==> src/rtl/frame_update_scheduler.sv <==
// -----------------------------------------------------------------------------
// frame_update_scheduler
//
// Runs one raster sweep of the frame tracker per game tick. Each cell the
// tracker reports as changed becomes a draw command (x, y, object code) in a
// small first-word-fall-through queue. The draw engine takes commands from the
// queue over a valid/ready handshake. When the queue is about to fill, the
// sweep pauses by holding trk_enable low, so no command is ever dropped.
//
// Ports
//   clk          system clock
//   rst          synchronous, active-high reset
//   frame_start  game-tick pulse; if it arrives while busy, it is remembered
//   trk_x/y/obj  tracker's current cell and object code
//   trk_diff     tracker change flag; refers to the cell enabled one cycle ago
//   trk_enable   advances the tracker by one cell
//   draw_valid   a draw command is at the head of the queue
//   draw_ready   draw engine accepts the head command
//   draw_x/y/obj head draw command (zero while draw_valid is low)
//   busy         sweep or drain in progress
//   frame_done   one-cycle pulse when the sweep is finished and drained
//   diff_count   number of changed cells in the last completed sweep
//
// States
//   state    | meaning
//   ---------+-------------------------------------------------------------
//   ST_IDLE  | waiting for frame_start or a pending start
//   ST_SCAN  | enabling tracker cells, throttled by queue room
//   ST_FLUSH | sweep finished; waiting for capture stage and queue to empty
//   ST_DONE  | one cycle: pulse frame_done, publish diff_count
// -----------------------------------------------------------------------------
module frame_update_scheduler #(
    parameter int COLS       = 16,
    parameter int ROWS       = 12,
    parameter int FIFO_DEPTH = 4
) (
    input  logic       clk,
    input  logic       rst,
    input  logic       frame_start,
    input  logic [3:0] trk_x,
    input  logic [3:0] trk_y,
    input  logic [2:0] trk_obj,
    input  logic       trk_diff,
    output logic       trk_enable,
    output logic       draw_valid,
    input  logic       draw_ready,
    output logic [3:0] draw_x,
    output logic [3:0] draw_y,
    output logic [2:0] draw_obj,
    output logic       busy,
    output logic       frame_done,
    output logic [7:0] diff_count
);

    localparam int AW = (FIFO_DEPTH > 2) ? $clog2(FIFO_DEPTH) : 1;
    localparam int EW = 11;

    localparam logic [1:0] ST_IDLE  = 2'd0;
    localparam logic [1:0] ST_SCAN  = 2'd1;
    localparam logic [1:0] ST_FLUSH = 2'd2;
    localparam logic [1:0] ST_DONE  = 2'd3;

    localparam logic [7:0]    LAST_CELL = 8'(COLS * ROWS - 1);
    localparam logic [AW+1:0] DEPTH_LIM = (AW + 2)'(FIFO_DEPTH);

    // ------------------------------------------------------------------
    // State
    // ------------------------------------------------------------------
    logic [1:0]    state_q, state_d;
    logic [7:0]    cnt_q, cnt_d;
    logic          start_pend_q, start_pend_d;
    logic [7:0]    diff_run_q, diff_run_d;
    logic [7:0]    diff_count_q, diff_count_d;

    logic          stage_valid_q, stage_valid_d;
    logic [EW-1:0] stage_q, stage_d;

    logic [EW-1:0] mem_q [FIFO_DEPTH];
    logic [EW-1:0] mem_d [FIFO_DEPTH];
    logic [AW-1:0] wr_ptr_q, wr_ptr_d;
    logic [AW-1:0] rd_ptr_q, rd_ptr_d;
    logic [AW:0]   count_q, count_d;

    logic          scan_en;
    logic          push;
    logic          pop;
    logic          fifo_empty;
    logic [AW+1:0] occ_sum;
    logic [EW-1:0] head;

    // ------------------------------------------------------------------
    // Queue status
    // ------------------------------------------------------------------
    assign fifo_empty = (count_q == '0);
    assign head       = mem_q[rd_ptr_q];
    assign push       = stage_valid_q & trk_diff;
    assign pop        = ~fifo_empty & draw_ready;

    // The stage is counted as if it were already in the queue. This reserves
    // a slot for it, so the push that comes one cycle after an enable always
    // has room.
    assign occ_sum = {1'b0, count_q} + {{(AW + 1){1'b0}}, stage_valid_q};

    // ------------------------------------------------------------------
    // Sequencer
    // ------------------------------------------------------------------
    always_comb begin
        state_d      = state_q;
        cnt_d        = cnt_q;
        start_pend_d = start_pend_q;
        diff_run_d   = diff_run_q;
        diff_count_d = diff_count_q;
        scan_en      = 1'b0;

        if (push && (diff_run_q != 8'hFF)) begin
            diff_run_d = diff_run_q + 8'd1;
        end

        case (state_q)
            ST_IDLE: begin
                if (frame_start || start_pend_q) begin
                    state_d    = ST_SCAN;
                    cnt_d      = '0;
                    diff_run_d = '0;
                end
            end
            ST_SCAN: begin
                scan_en = (occ_sum < DEPTH_LIM);
                if (scan_en) begin
                    cnt_d = cnt_q + 8'd1;
                    if (cnt_q == LAST_CELL) begin
                        state_d = ST_FLUSH;
                    end
                end
            end
            ST_FLUSH: begin
                if (!stage_valid_q && fifo_empty) begin
                    state_d = ST_DONE;
                end
            end
            ST_DONE: begin
                diff_count_d = diff_run_q;
                state_d      = ST_IDLE;
            end
            default: begin
                state_d = ST_IDLE;
            end
        endcase

        // In IDLE, any request is consumed by the transition to SCAN. In every
        // other state, ticks are collapsed into a single pending start.
        if (state_q == ST_IDLE) begin
            start_pend_d = 1'b0;
        end else if (frame_start) begin
            start_pend_d = 1'b1;
        end
    end

    // ------------------------------------------------------------------
    // Capture stage: holds the enabled cell until trk_diff for it arrives
    // ------------------------------------------------------------------
    always_comb begin
        stage_valid_d = scan_en;
        stage_d       = stage_q;
        if (scan_en) begin
            stage_d = {trk_x, trk_y, trk_obj};
        end
    end

    // ------------------------------------------------------------------
    // Draw-command queue
    // ------------------------------------------------------------------
    always_comb begin
        mem_d    = mem_q;
        wr_ptr_d = wr_ptr_q;
        rd_ptr_d = rd_ptr_q;
        count_d  = count_q;

        if (push) begin
            mem_d[wr_ptr_q] = stage_q;
            wr_ptr_d        = wr_ptr_q + AW'(1);
        end
        if (pop) begin
            rd_ptr_d = rd_ptr_q + AW'(1);
        end

        case ({push, pop})
            2'b10:   count_d = count_q + (AW + 1)'(1);
            2'b01:   count_d = count_q - (AW + 1)'(1);
            default: count_d = count_q;
        endcase
    end

    // ------------------------------------------------------------------
    // Registers
    // ------------------------------------------------------------------
    always_ff @(posedge clk) begin
        if (rst) begin
            state_q       <= ST_IDLE;
            cnt_q         <= '0;
            start_pend_q  <= 1'b0;
            diff_run_q    <= '0;
            diff_count_q  <= '0;
            stage_valid_q <= 1'b0;
            stage_q       <= '0;
            wr_ptr_q      <= '0;
            rd_ptr_q      <= '0;
            count_q       <= '0;
            for (int i = 0; i < FIFO_DEPTH; i++) begin
                mem_q[i] <= '0;
            end
        end else begin
            state_q       <= state_d;
            cnt_q         <= cnt_d;
            start_pend_q  <= start_pend_d;
            diff_run_q    <= diff_run_d;
            diff_count_q  <= diff_count_d;
            stage_valid_q <= stage_valid_d;
            stage_q       <= stage_d;
            wr_ptr_q      <= wr_ptr_d;
            rd_ptr_q      <= rd_ptr_d;
            count_q       <= count_d;
            mem_q         <= mem_d;
        end
    end

    // ------------------------------------------------------------------
    // Outputs
    // ------------------------------------------------------------------
    assign trk_enable = scan_en;
    assign draw_valid = ~fifo_empty;
    assign draw_x     = fifo_empty ? 4'd0 : head[10:7];
    assign draw_y     = fifo_empty ? 4'd0 : head[6:3];
    assign draw_obj   = fifo_empty ? 3'd0 : head[2:0];
    assign busy       = (state_q != ST_IDLE);
    assign frame_done = (state_q == ST_DONE);
    assign diff_count = diff_count_q;

endmodule

==> config.mk <==
export PLATFORM = sky130hd
export DESIGN_NAME = frame_update_scheduler
export DESIGN_NICKNAME = d
export VERILOG_FILES = /design/src/rtl/frame_update_scheduler.sv
export SDC_FILE = /design/constraint.sdc
export NUM_CORES = 1
export LEC_CHECK = 0
export ABC_AREA = 0
export BUFFER_PORTS_ARGS = -buffer_cell sky130_fd_sc_hd__buf_2
export CORE_AREA = 3 3 98 77
export CTS_BUF_LIST = sky130_fd_sc_hd__clkbuf_4
export DETAILED_ROUTE_END_ITERATION = 8
export DIE_AREA = 0 0 101 80
export GPL_ROUTABILITY_DRIVEN = 0
export PLACE_DENSITY_LB_ADDON = 0.3
export SLEW_MARGIN = 20
export SYNTH_ARGS = -nofsm -noshare
export SYNTH_HDL_FRONTEND = slang
export SYNTH_SLANG_ARGS = --single-unit
export TNS_END_PERCENT = 1
==> constraint.sdc <==
create_clock -name clk -period 5.5 [get_ports clk]
set_input_delay 0.825 -clock clk [delete_from_list [all_inputs] [get_ports clk]]
set_output_delay 0.825 -clock clk [all_outputs]
set_load 0.005 [all_outputs]
==> impl_metrics.tcl <==
set metrics [dict create \
    status "completed" \
    gr-usage-met3_pct 5.24 \
    grt_remaining_overflow 0 \
    setup_viol 0 \
    crit_cells 3 \
    nets 513 \
    rsz0062_at_grt "false" \
    regToRegSetupSlack_ns 3.23 \
    worst_slew_pin_slew_ns 0.934 \
    layout_common_cells "nand2_1, dfxtp_1, a21oi_1" \
    seqCellArea_um2 1800 \
    mostFrequentLayoutCell "nand2_1" \
    antenna_found_initial 0 \
    synthCells 461 \
    synth-warning-count 0 \
    syn_avg_cell_area_um2 8.51 \
    slew_headroom_pct 37.7 \
    cp.arrival_ns 2.28 \
    cts_hold_buf 0 \
    grt_pass1_wl_um 14600 \
    crit_chain "mux4_2 > and2_1 > buf_2" \
    n_antenna_cell 0 \
    timing.setup.tns_ns 0 \
    die_w_um 101 \
    p_per_area_nw_per_um2 337 \
    crit_required_ns 4.68 \
    met1_usage_pct 30.0 \
    clk-insertion-delay-late_ns 0.43 \
    vias 3257 \
    r2r_cells 6 \
    cts_buffers 9 \
    die_y_um 80 \
    ios 39 \
    place_ws_ns 2.86 \
    via_per_inst 5.68 \
    crit_end "draw_x[3]" \
    synth-seq-cells 90 \
    core_um2 6700 \
    period_share_pct 56.4 \
    yosysSeqAreaShare_pct 45.9 \
    synth_area_um2 3920 \
    initial_core_util_pct 58.5 \
    tritoncts "built" \
    grt_start_max_net_pins 76 \
    grt_pass1_vias 3171 \
    use_met2_pct 37.4 \
    leakagePower_nw 1.54 \
    drc 0 \
    fin_ws_ns 2.40 \
    ctsRootBufferMaster "clkbuf_4" \
    grt_busiest_layer "met2" \
    path_max_fanout 13 \
    drt_first_pass_iters 5 \
    endpoint_kind "output pin" \
    drv_cap 0 \
    r2r_start "state_q[0]" \
    multi_input_area_um2 1940 \
    dpl.hpwl_um 5800 \
    hold_class "register to register" \
    area_growth_pct 8.77 \
    critPathTopFamily "flip-flops" \
    syn-num-nets 490 \
    slew_viol_final 0 \
    htree_levels 3 \
    startpoint "rd_ptr_q[0]" \
    finalCriticalPeriod_ns 3.10 \
    cts.sinks 90 \
    path_class "register to output pin" \
    peakVddDrop_mv 0.185 \
    layout-drive-gt1-share_pct 13.9 \
    timing.fmax_mhz 322 \
    io_buffers 38 \
    grt_usage_pct 22.8 \
    yosysUniqueCellTypes 36 \
    start_kind "register" \
    nFillCells 578 \
    critPathBufInv 1 \
    ant_nets 0 \
    die_area_um2 8080 \
    first_iter_violations 199 \
    critPathMaxStageDelay_ns 0.96 \
    hold_violations 0 \
    cts.clk_slew.worst_paths_ns 0.14 \
    cp_slowest_cell "dfxtp_1" \
    clock_path_buffers 2 \
    routed_wl_um 8630 \
    cts_resized 0 \
    wl_per_cell_um 15.1 \
    skew_ns 0.0123 \
    cts_setup_buffers 0 \
    row_count 26 \
    timing.rr.end "cnt_q[7]" \
]
sequential cells by signal, indices dropped and copies added, names as in the netlist, 2 cells and up:
name and flops:
cnt_q 8, count_q 3, diff_count 8, diff_run_q 8, mem_q 44, rd_ptr_q 2
stage_q 11, state_q 2, wr_ptr_q 2
metal layers:
| layer | routed length [um] | vias up |
|---|---|---|
| met3 | 545 | 14 |
| met1 | 3950 | 1543 |
| met5 | 0 | - |
| li1 | - | 1604 |
| met2 | 4030 | 96 |
| met4 | 102 | 0 |
metrics by stage:
| stage | utilization (%) | cells | instance area [um2] | total power, mW | hold slack, ns |
|---|---|---|---|---|---|
| floorplan | - | 461 | 3920 | 0.969 | 0.433 |
| global placement | 61.2 | 557 | 4100 | 1.03 | 0.438 |
| detailed placement | 61.2 | 557 | 4100 | 1.04 | 0.447 |
| CTS | 63.6 | 573 | 4270 | 1.44 | 0.467 |
| global route | 63.6 | 573 | 4270 | 1.52 | 0.483 |
| finish | 63.6 | 573 | 4270 | 1.44 | 0.464 |
final cells by class:
| class | instances | share of cell area [%] |
|---|---|---|
| Sequential cell | 90 | 42.2 |
| Clock inverter | 7 | 2.20 |
| Inverter | 15 | 1.32 |
| Multi-Input combinational cell | 329 | 45.6 |
| Clock buffer | 9 | 1.58 |
| Tap cell | 84 | 2.46 |
| Timing Repair Buffer | 39 | 4.63 |
logic make-up after synthesis:
group,after synthesis,share of synthesized area (%)
compound gates,88,12.3
xor+xnor,9,2.01
mux,21,8.87
buf+inv,42,4.50
flops,90,45.9
fa+ha+maj,13,4.34
simple gates,198,22.1
cells in the mapped netlist, drive strengths merged:
cell type	number	share of area, %
nand3	6	0.77
or3b	1	0.22
and4b	1	0.26
a31o	1	0.22
buf	13	1.7
nand2	126	12
nand4	4	0.64
ha	12	3.8
o21ai	7	0.89
nor3b	1	0.19
o2111ai	1	0.22
mux2i	10	2.6
a31oi	4	0.64
o211a	1	0.26
o21a	1	0.19
a311oi	3	0.67
clkbuf	14	1.3
and2	13	2.1
nor2	24	2.3
xnor2	6	1.3
xor2	3	0.67
nor3	5	0.64
dfxtp	90	46
a21oi	67	8.6
mux4	11	6.3
a32oi	1	0.22
o31ai	2	0.38
or3	7	1.2
inv	15	1.4
and3	7	1.1
fa	1	0.51
or4	3	0.57
worst reg2reg max path: stages (launching register included):
cell       delay (ns)
dfxtp_1          0.41
inv_1            0.10
ha_1             0.26
or3b_1           0.22
o2111ai_1        0.44
or4_1            0.64
a21oi_1          0.14
report_power, final:
| part | switching, mW | total [mW] | internal [mW] |
|---|---|---|---|
| Combinational | 0.171 | 0.271 | 0.0999 |
| Clock | 0.222 | 0.405 | 0.184 |
| Sequential | 0.0670 | 0.762 | 0.695 |
| Total | 0.460 | 1.44 | 0.979 |
how the worst min path moves through the flow:
stage                          from        end  slack (ns)  cells past startpoint
final                     mem_q[31]  mem_q[31]        0.46                      2
after global routing      mem_q[28]  mem_q[28]        0.48                      2
after detailed placement   mem_q[2]   mem_q[2]        0.45                      2
after CTS                  mem_q[5]   mem_q[5]        0.47                      2
after global placement    mem_q[28]  mem_q[28]        0.44                      2
after floorplan           mem_q[11]  mem_q[11]        0.43                      2
(Power assumes the default switching activity.)
